===== config.mk =====
export PLATFORM = sky130hd
export DESIGN_NAME = uart_tx_msg_arbiter
export DESIGN_NICKNAME = d
export VERILOG_FILES = /design/src/rtl/uart_tx_msg_arbiter_pkg.sv /design/src/rtl/uart_arb_chan_fifo.sv /design/src/rtl/uart_tx_msg_arbiter.sv
export SDC_FILE = /design/constraint.sdc
export NUM_CORES = 1
export LEC_CHECK = 0
export ABC_AREA = 1
export CORE_ASPECT_RATIO = 1.25
export CORE_MARGIN = 4
export CORE_UTILIZATION = 55
export CTS_CLUSTER_SIZE = 28
export DETAILED_ROUTE_END_ITERATION = 8
export HOLD_SLACK_MARGIN = 0.15
export PLACE_DENSITY = 0.72
export SYNTH_ARGS = -nofsm -noshare
export SYNTH_HDL_FRONTEND = slang
export SYNTH_SLANG_ARGS = --single-unit

===== constraint.sdc =====
create_clock -name clk -period 3.3 [get_ports clk]
set_clock_uncertainty 0.1 [all_clocks]
set_input_delay 0.495 -clock clk [delete_from_list [all_inputs] [get_ports clk]]
set_output_delay 0.495 -clock clk [all_outputs]
set_load 0.01 [all_outputs]

===== src/rtl/uart_tx_msg_arbiter_pkg.sv =====
// Shared constants and types for the UART TX message arbiter.
// Latency: n/a (package only).
// Backpressure: n/a. UART_ARB_CRLF_EN adds the ST_CR state used for LF -> CR,LF expansion.
package uart_tx_msg_arbiter_pkg;

    localparam int NUM_CH = 4;

    localparam logic [1:0] CH_DHT11 = 2'd0;
    localparam logic [1:0] CH_SR04  = 2'd1;
    localparam logic [1:0] CH_KEY   = 2'd2;
    localparam logic [1:0] CH_TIME  = 2'd3;

    localparam logic [7:0] LF = 8'h0A;
    localparam logic [7:0] CR = 8'h0D;

`ifdef UART_ARB_CRLF_EN
    typedef enum logic [1:0] {
        ST_IDLE = 2'd0,
        ST_SEND = 2'd1,
        ST_CR   = 2'd2
    } arb_state_e;
`else
    typedef enum logic [1:0] {
        ST_IDLE = 2'd0,
        ST_SEND = 2'd1
    } arb_state_e;
`endif

    // Round-robin search: first requesting channel after 'last', wrapping.
    // Returns {found, index}.
    function automatic logic [2:0] rr_pick(input logic [3:0] req, input logic [1:0] last);
        logic [1:0] idx;
        logic       found;
        found   = 1'b0;
        rr_pick = 3'b000;
        for (int k = 1; k <= NUM_CH; k++) begin
            idx = last + 2'(k);
            if (!found && req[idx]) begin
                found   = 1'b1;
                rr_pick = {1'b1, idx};
            end
        end
    endfunction

endpackage


===== src/rtl/uart_arb_chan_fifo.sv =====
// Per-channel synchronous byte FIFO with show-ahead read data.
// Latency: a byte written at edge k is visible on dout after edge k.
// Backpressure: none upstream; writes when full are dropped unless a pop happens in the same cycle.
module uart_arb_chan_fifo #(
    parameter int DEPTH = 16,
    parameter int W     = 8
) (
    input  logic         clk,
    input  logic         rst,
    input  logic         push,
    input  logic [W-1:0] din,
    input  logic         pop,
    output logic [W-1:0] dout,
    output logic         empty,
    output logic         full
);

    localparam int AW = $clog2(DEPTH);

    logic [W-1:0] mem_q [DEPTH];
    logic [AW:0]  wr_ptr_q;
    logic [AW:0]  rd_ptr_q;
    logic         do_push;
    logic         do_pop;

    // A full buffer still accepts a write when the head leaves in the same cycle.
    assign do_pop  = pop && !empty;
    assign do_push = push && (!full || do_pop);

    assign empty = (wr_ptr_q == rd_ptr_q);
    assign full  = (wr_ptr_q[AW] != rd_ptr_q[AW]) && (wr_ptr_q[AW-1:0] == rd_ptr_q[AW-1:0]);
    assign dout  = mem_q[rd_ptr_q[AW-1:0]];

    // Pointer update; reset empties the buffer.
    always_ff @(posedge clk) begin
        if (!rst) begin
            wr_ptr_q <= '0;
            rd_ptr_q <= '0;
        end else begin
            if (do_push) wr_ptr_q <= wr_ptr_q + 1'b1;
            if (do_pop)  rd_ptr_q <= rd_ptr_q + 1'b1;
        end
    end

    // Storage write; contents need no reset since pointers gate visibility.
    always_ff @(posedge clk) begin
        if (do_push) mem_q[wr_ptr_q[AW-1:0]] <= din;
    end

endmodule


===== src/rtl/uart_tx_msg_arbiter.sv =====
// Merges four ASCII byte streams into one TX FIFO push port, one whole message per grant (UART_ARB_CRLF_EN: LF sent as CR,LF).
// Latency: byte pushed at edge k into an idle arbiter -> grant at k+1, pop at k+2, o_push high the cycle after k+2.
// Backpressure: tx_full stalls the pop; sources cannot be stalled, so a full channel buffer drops and flags o_ovf.
module uart_tx_msg_arbiter
    import uart_tx_msg_arbiter_pkg::*;
#(
    parameter int         CH_DEPTH     = 16,
    parameter logic [7:0] EOL_CHAR     = 8'h0A,
    parameter int         MAX_MSG_LEN  = 32,
    parameter int         IDLE_TIMEOUT = 1000
) (
    input  logic       clk,
    input  logic       rst,
    input  logic       push_dht11,
    input  logic       push_sr04,
    input  logic       push_key,
    input  logic       push_time,
    input  logic [7:0] ascii_dht11,
    input  logic [7:0] ascii_sr04,
    input  logic [7:0] ascii_key,
    input  logic [7:0] ascii_time,
    input  logic       tx_full,
    output logic       o_push,
    output logic [7:0] o_data,
    output logic       o_busy,
    output logic [3:0] o_ovf
);

    localparam int CW = $clog2(MAX_MSG_LEN + 1);
    localparam int TW = $clog2(IDLE_TIMEOUT + 1);
    localparam logic [CW-1:0] MAX_C = CW'(MAX_MSG_LEN);
    localparam logic [TW-1:0] TMO_C = TW'(IDLE_TIMEOUT);

    logic [3:0] push_vec;
    logic [7:0] din_vec  [NUM_CH];
    logic [7:0] dout_vec [NUM_CH];
    logic [3:0] empty_vec;
    logic [3:0] full_vec;
    logic [3:0] pop_vec;

    arb_state_e    state_q;
    logic [1:0]    gnt_q;
    logic [1:0]    rr_q;
    logic [CW-1:0] cnt_q;
    logic [TW-1:0] tmo_q;
    logic          o_push_q;
    logic [7:0]    o_data_q;
    logic          o_busy_q;
    logic [3:0]    o_ovf_q;

    logic [7:0] head;
    logic       head_vld;
    logic       can_send;
    logic       pop_en;
    logic [2:0] pick;

    assign push_vec = {push_time, push_key, push_sr04, push_dht11};
    assign din_vec[CH_DHT11] = ascii_dht11;
    assign din_vec[CH_SR04]  = ascii_sr04;
    assign din_vec[CH_KEY]   = ascii_key;
    assign din_vec[CH_TIME]  = ascii_time;

    for (genvar i = 0; i < NUM_CH; i++) begin : g_ch
        uart_arb_chan_fifo #(
            .DEPTH (CH_DEPTH),
            .W     (8)
        ) u_fifo (
            .clk   (clk),
            .rst   (rst),
            .push  (push_vec[i]),
            .din   (din_vec[i]),
            .pop   (pop_vec[i]),
            .dout  (dout_vec[i]),
            .empty (empty_vec[i]),
            .full  (full_vec[i])
        );
    end

    assign head     = dout_vec[gnt_q];
    assign head_vld = !empty_vec[gnt_q];
    assign can_send = head_vld && !tx_full;
    assign pick     = rr_pick(~empty_vec, rr_q);
    assign pop_vec  = pop_en ? (4'b0001 << gnt_q) : 4'b0000;

    // Pop decision for the granted channel; the EOL stays queued while CR goes out first.
    always_comb begin
        pop_en = 1'b0;
        case (state_q)
`ifdef UART_ARB_CRLF_EN
            ST_SEND: pop_en = can_send && (head != EOL_CHAR);
            ST_CR:   pop_en = !tx_full;
`else
            ST_SEND: pop_en = can_send;
`endif
            default: pop_en = 1'b0;
        endcase
    end

    // Arbiter FSM with registered TX push/data, busy and sticky overflow flags.
    always_ff @(posedge clk) begin
        if (!rst) begin
            state_q  <= ST_IDLE;
            gnt_q    <= 2'd0;
            rr_q     <= 2'd3;
            cnt_q    <= '0;
            tmo_q    <= '0;
            o_push_q <= 1'b0;
            o_data_q <= 8'h00;
            o_busy_q <= 1'b0;
            o_ovf_q  <= 4'b0000;
        end else begin
            o_ovf_q  <= o_ovf_q | (push_vec & full_vec & ~pop_vec);
            o_push_q <= 1'b0;
            case (state_q)
                ST_IDLE: begin
                    if (pick[2]) begin
                        state_q  <= ST_SEND;
                        gnt_q    <= pick[1:0];
                        rr_q     <= pick[1:0];
                        cnt_q    <= '0;
                        tmo_q    <= '0;
                        o_busy_q <= 1'b1;
                    end
                end
                ST_SEND: begin
                    if (can_send) begin
                        tmo_q <= '0;
`ifdef UART_ARB_CRLF_EN
                        if (head == EOL_CHAR) begin
                            o_push_q <= 1'b1;
                            o_data_q <= CR;
                            state_q  <= ST_CR;
                        end else
`endif
                        begin
                            o_push_q <= 1'b1;
                            o_data_q <= head;
                            cnt_q    <= cnt_q + 1'b1;
                            if (head == EOL_CHAR || (cnt_q + 1'b1) == MAX_C) begin
                                state_q  <= ST_IDLE;
                                o_busy_q <= 1'b0;
                            end
                        end
                    end else if (!head_vld && !tx_full) begin
                        // Starved mid-message: give up the grant after a long gap.
                        tmo_q <= tmo_q + 1'b1;
                        if ((tmo_q + 1'b1) == TMO_C) begin
                            state_q  <= ST_IDLE;
                            o_busy_q <= 1'b0;
                        end
                    end
                end
`ifdef UART_ARB_CRLF_EN
                ST_CR: begin
                    if (!tx_full) begin
                        o_push_q <= 1'b1;
                        o_data_q <= LF;
                        state_q  <= ST_IDLE;
                        o_busy_q <= 1'b0;
                    end
                end
`endif
                default: begin
                    state_q  <= ST_IDLE;
                    o_busy_q <= 1'b0;
                end
            endcase
        end
    end

    assign o_push = o_push_q;
    assign o_data = o_data_q;
    assign o_busy = o_busy_q;
    assign o_ovf  = o_ovf_q;

endmodule


## Yosys cells after proc, flatten, opt, wreduce, memory -nomap -nowiden

Memories as Yosys holds them, arrays and structs flattened. A register that Yosys moved wholly into a read port is not among the register bits.
Cells that the tools add are included.

- Register bits: 76
- Memory bits (writable): 512
- Input port bits: 39
- Output and inout port bits: 14
- Word-level logic and storage cells: 169
- Memories kept: 4

- Add/sub/neg operators: 13
- Magnitude comparators: 6
- Equality and inequality tests: 21
- Shift-type cells: 1
- Multiplexer cells: 58
- Bitwise gates (word level): 6
- Reductions and logical operators: 43

Memories:

| name | words | bits a word | rd ports | clocked after Yosys merged registers in | write ports | RTL line | text |
|---|---|---|---|---|---|---|---|
| g_ch[0].u_fifo.mem_q | 16 | 8 | 1 | 1 | 1 | uart_arb_chan_fifo.sv:20 | `logic [W-1:0] mem_q [DEPTH];` |
| g_ch[1].u_fifo.mem_q | 16 | 8 | 1 | 1 | 1 | uart_arb_chan_fifo.sv:20 |  |
| g_ch[2].u_fifo.mem_q | 16 | 8 | 1 | 1 | 1 | uart_arb_chan_fifo.sv:20 |  |
| g_ch[3].u_fifo.mem_q | 16 | 8 | 1 | 1 | 1 | uart_arb_chan_fifo.sv:20 |  |

Operators by type and width:

| kind | count |
|---|---|
| adder 5 x 1 -> 5 bit (second input constant) | 8 |
| two-way mux 4 bit | 9 |
| two-way mux 10 bit | 3 |
| two-way mux 1 bit | 23 |
| == test 5 bit | 4 |
| one-hot mux 10 bit (2 select lines) | 1 |
| logical AND 1 bit | 17 |
| binary-select mux 8 bit (select 2 bit) | 1 |
| == test 4 bit | 4 |
| two-way mux 8 bit | 2 |
| less-than comparator 2 x 3 -> 1 bit (second input constant) | 5 |
| zero test 1 bit | 13 |
| two-way mux 3 bit | 4 |
| two-way mux 6 bit | 2 |
| one-hot mux 6 bit (2 select lines) | 1 |
| adder 10 x 1 -> 10 bit (second input constant) | 1 |
| binary-select mux 1 bit (select 2 bit) | 5 |
| == test 10 bit (second input constant) | 1 |
| two-way mux 2 bit | 5 |
| != test 3 bit (second input constant) | 3 |
| AND 4 bit | 2 |
| == test 8 x 4 -> 1 bit (second input constant) | 1 |
| NOT 4 bit | 2 |
| adder 6 x 1 -> 6 bit (second input constant) | 1 |
| 18 further kinds | 30 |

## Depth between registers and ports, before layout

- Word-level depth: 16
- Depth in mapped cells: 20
- Gate-level depth less buffers: 18

## Modules after synthesis

A second synthesis with hierarchy kept.

- Cell total of the unflattened synthesis: 2352
- Area, all modules: 25801.0 um^2

By module, submodules not included:

| module | times used | cells an instance | area an instance (um^2) | seq. area each (um^2) |
|---|---|---|---|---|
| uart_arb_chan_fifo (g_ch[2].u_fifo ...) | 2 | 493 | 5843.1 | 4124.0 |
| uart_arb_chan_fifo (g_ch[0].u_fifo) | 1 | 492 | 5851.9 | 4124.0 |
| uart_arb_chan_fifo (g_ch[1].u_fifo) | 1 | 493 | 5845.6 | 4124.0 |
| uart_tx_msg_arbiter | 1 | 381 | 2417.3 | 680.7 |

## Least setup slack after synthesis

No wires, ideal clock.

- Path kind: register to register
- Start: register g_ch[2].u_fifo.wr_ptr_q[2]
- End: memory g_ch[2].u_fifo.mem_q[13][0] (enable)
- Library setup time: 0.370 ns
- Arrival time: 1.973 ns
- Required time: 2.830 ns
- Path slack: 0.856 ns
- Stages on the path, launching flop included: 17
- Buffers on the path: 1
- Clock period less this slack: 2.444 ns
- Cells stage by stage: dfxtp_1 buf_6 clkinv_2 nand2_2 nand2_1 nor2_2 nand3_2 nor2_2 nor3_2 nand2_2 nor2_8 nand2_1 nand2_1 nand2_4 inv_4 nand2_1 nor2_1

- Longest elaborated chain between the ends: 12
- Elaborated cells on any way between the ends: 16
- Those cells by class: eq/ne (2); mux (6); reduce/logical (8)

Ends and longest elaborated chain:

| what | RTL line | text |
|---|---|---|
| start, declared | uart_arb_chan_fifo.sv:21 | `logic [AW:0] wr_ptr_q;` |
| start signal, assigned | uart_arb_chan_fifo.sv:40 | `if (do_push) wr_ptr_q <= wr_ptr_q + 1'b1;` |
| == test 5 bit | uart_arb_chan_fifo.sv:30 | `assign empty = (wr_ptr_q == rd_ptr_q);` |
| binary-select mux 1 bit (select 2 bit) | uart_tx_msg_arbiter.sv:80 | `assign head_vld = !empty_vec[gnt_q];` |
| two-way mux 1 bit (implied by the code) | uart_tx_msg_arbiter.sv:80 |  |
| zero test 1 bit | uart_tx_msg_arbiter.sv:80 |  |
| logical AND 1 bit | uart_tx_msg_arbiter.sv:81 | `assign can_send = head_vld && !tx_full;` |
| two-way mux 1 bit | uart_tx_msg_arbiter.sv:88 | `case (state_q)` |
| two-way mux 4 bit | uart_tx_msg_arbiter.sv:83 | `assign pop_vec = pop_en ? (4'b0001 << gnt_q) : 4'b0000;` |
| logical AND 1 bit | uart_arb_chan_fifo.sv:27 | `assign do_pop = pop && !empty;` |
| logical OR 1 bit | uart_arb_chan_fifo.sv:28 | `assign do_push = push && (!full \|\| do_pop);` |
| logical AND 1 bit | uart_arb_chan_fifo.sv:28 |  |
| two-way mux 1 bit | uart_arb_chan_fifo.sv:47 | `if (do_push) mem_q[wr_ptr_q[AW-1:0]] <= din;` |
| two-way mux 1 bit (implied by the code) | uart_arb_chan_fifo.sv:47 |  |
| end, declared | uart_arb_chan_fifo.sv:20 |  |

Parallel ways exist; a longest one is shown, timed or not. The select of a mux whose other input is x is not followed.

## Worst setup path in the final report

- Start: register g_ch[2].u_fifo.wr_ptr_q[2]
- End: memory g_ch[3].u_fifo.mem_q[12][0] (enable)

- Longest elaborated chain between the ends: 12

Ends and longest elaborated chain:

| what | RTL line |
|---|---|
| == test 5 bit | uart_arb_chan_fifo.sv:30 |
| binary-select mux 1 bit (select 2 bit) | uart_tx_msg_arbiter.sv:80 |
| two-way mux 1 bit (implied by the code) | uart_tx_msg_arbiter.sv:80 |
| zero test 1 bit | uart_tx_msg_arbiter.sv:80 |
| logical AND 1 bit | uart_tx_msg_arbiter.sv:81 |
| two-way mux 1 bit | uart_tx_msg_arbiter.sv:88 |
| two-way mux 4 bit | uart_tx_msg_arbiter.sv:83 |
| logical AND 1 bit | uart_arb_chan_fifo.sv:27 |
| logical OR 1 bit | uart_arb_chan_fifo.sv:28 |
| logical AND 1 bit | uart_arb_chan_fifo.sv:28 |
| two-way mux 1 bit | uart_arb_chan_fifo.sv:47 |
| two-way mux 1 bit (implied by the code) | uart_arb_chan_fifo.sv:47 |
| end, declared | uart_arb_chan_fifo.sv:20 |

No other way between the ends. The select of a mux whose other input is x is not followed.

==> metrics.txt <==
htree depth=2; share of cells above drive strength 1=8.940%; dominant synthesized flop cell=edfxtp_1; row count=88; sequential area share after synthesis=66.52%; root buffer cell=clkbuf_16; Detail Placement HPWL=about 40 mm; Total Routing Usage GR=24.23%; RSZ-0062 raised after global routing=no; CP arrival=3.12 ns; Netlist cell types=39; Slew @ Worst Pin=0.9840 ns; Mapped Area=25820 µm²; Die Area=between 50000 and 60000 µm²; Antenna Nets Post-Route=0; Post-CTS Setup Inserts=0; syn_nets=between 2000 and 3000; r2r setup slk=0.41 ns; clock sink total=602; Post-synth EDFFs=512; DR vias=18317; maximum vdd drop=0.0004167 V; final-layout fill cell count=~3600; routed length per instance=18.78 µm; Period minus WS final=2.887 ns; Worst setup endpoint=g_ch[3].u_fifo.mem_q[12][0]; post-CTS sizing=0; fmax=0.3464 GHz; clock slew at reported path FFs=roughly 0.060 ns; Max Transition Viols Final=0; WS Path Type=reg -> reg; Antenna Cells=0; commonest non-fill, non-tap cell in the layout=nand2_1; Power per Cell Area=604.3 nW/µm²; vias in the first global route=17875; synthesized flop and latch total=602; Setup crit start=g_ch[2].u_fifo.wr_ptr_q[2]; cell depth of the worst flop-to-flop path=15; leakage power figure=0.01126 µW; initial antenna violation count=0; Cells after Synth=2584; chip width=201.8 µm; Area growth syn-to-layout=13.27%; Hold Path Class=reg -> reg; CTS tree=done; post-route setup slack=0.4130 ns; DIE HEIGHT=250.2 µm; Worst Setup Start Kind=register; Final Core Density=63.24%; drt first pass iters=8; YS warnings=0; final setup vio count=0; cts hold-fix bufs=0; Initial Util=a little under three fifths; setup slack at placement=0.2850 ns; Async SR Flop Fraction=0%; RR Startpoint=g_ch[2].u_fifo.wr_ptr_q[2]; Clock Latency Late Sink=between 0.6 and 0.7 ns; Setup TNS Final=0 ns; syn avg cell area=9.992 µm²; Top Ports=53; largest net degree at the start of global routing=71; core footprint=46240 µm²; Critical Path Fanout Max=19; Starting DRT DRC Count=roughly 1700; Hold Path Origin=tmo_q[9]; # port buffers=52; fin area=29250 µm²; Inserted Clock Buffers=57; crit path capture type=register; commonest non-fill, non-tap cells in the layout=nand2_1, edfxtp_1, nor2_1; Final Net Count=about 2700; Hold Fails Final Rpt=0; Max-Slew Margin vs Limit=34.40%; CTS max path bufs=3; RR Endpoint=g_ch[3].u_fifo.mem_q[12][0]; Placement Cell Area=27250 µm²; Tcrit/Tclk final=between 80% and 90%; run status=finished clean; CP required=3.53 ns; GRT overflow=0; first-pass GRT wire length=96.76 mm; MaxCap Viol Count=0; DRC Markers=0; Vias/cell=5.546; routed wire length=about 62 mm; RePlAce Congestion=between 0.9 and 1
[sequential cells by signal, summed over array words and instances (netlist names), named ones only]
name	count
o_push	1
o_ovf	4
g_ch.u_fifo.rd_ptr_q	20
g_ch.u_fifo.mem_q	512
tmo_q	10
gnt_q	2
g_ch.u_fifo.wr_ptr_q	20
state_q	1
cnt_q	6
rr_q	2
o_data	8
[worst min-delay path by stage]
| stage | endpoint | slack, ns | depth (start not counted) |
|---|---|---|---|
| final | tmo_q[9] | 0.37 | 2 |
| after global routing | tmo_q[9] | 0.39 | 2 |
| after CTS | tmo_q[9] | 0.37 | 2 |
| after detailed placement | tmo_q[9] | 0.36 | 2 |
| after global placement | cnt_q[3] | 0.35 | 2 |
| after floorplan | cnt_q[3] | 0.34 | 2 |
[area by class of cell]
class	count	area [µm²]	area share [%]
clock buffers	77	1678	5.737
inverters	150	574.3	1.964
clock inverters	29	314.1	1.074
well taps	585	732.0	2.503
repair buffers	143	1241	4.244
multi-input cells	1717	7525	25.73
flip-flops and latches	602	17180	58.75
[Yosys cell counts, drive strengths merged (5+ instances only)]
cell	count	area [µm²]
clkinv	5	20.01
nor2	390	1513
o21ai	229	1150
nor3	8	45.04
xnor2	14	122.6
xor2	16	140.1
nand3	158	800.8
dfxtp	90	1802
buf	52	306.5
a31oi	6	37.54
a21oi	68	340.3
inv	145	554.3
edfxtp	512	15370
ha	22	275.3
nand2	795	3027
clkbuf	63	237.7
[layer usage]
metal  vias to the layer above  part of all wire (%)  track usage, %
met5                         -                     0               0
met4                         0                   4.8           11.63
met3                       182                   6.0           2.875
met2                       734                    50           41.21
met1                      8624                    40           31.12
li1                       8777                     -               -
[critical path: stages, from the launching register on]
cell,delay [ns]
dfxtp_1,0.49
nand2_1,0.10
nand2_1,0.08
nor2_2,0.05
nand3_2,0.10
nor2_2,0.05
nor3_2,0.21
nand2_2,0.13
nor2_8,0.25
nand2_2,0.09
nand2_1,0.11
nand2_4,0.10
inv_4,0.10
nand2_1,0.14
nor2_1,0.28
buf_4,0.22
[through the flow]
step                hold slack [ns]  power, µW  std cells
floorplan                    0.3390      10150       2584
global placement             0.3485      10910       3197
detailed placement           0.3572      10960       3197
CTS                          0.3656      17750       3303
global route                 0.3866      18360       3303
finish                       0.3656      17670       3303
[power by group]
part,internal [µW],switching (µW)
Sequential,8430,141
Clock,4040,2800
Combinational,692,1580
Total,13200,4520
[cells by family after synthesis]
| logic type | Yosys count | synth area share, % |
|---|---|---|
| DFF | 602 | 66.52 |
| xor gates and xnor gates | 30 | 1.018 |
| buffers and inverters | 265 | 4.332 |
| AOI/OAI and AO/OA | 308 | 6.057 |
| adders and majority gates | 22 | 1.066 |
| and+or+nand+nor | 1357 | 21.00 |
(Power assumes the default switching activity.)
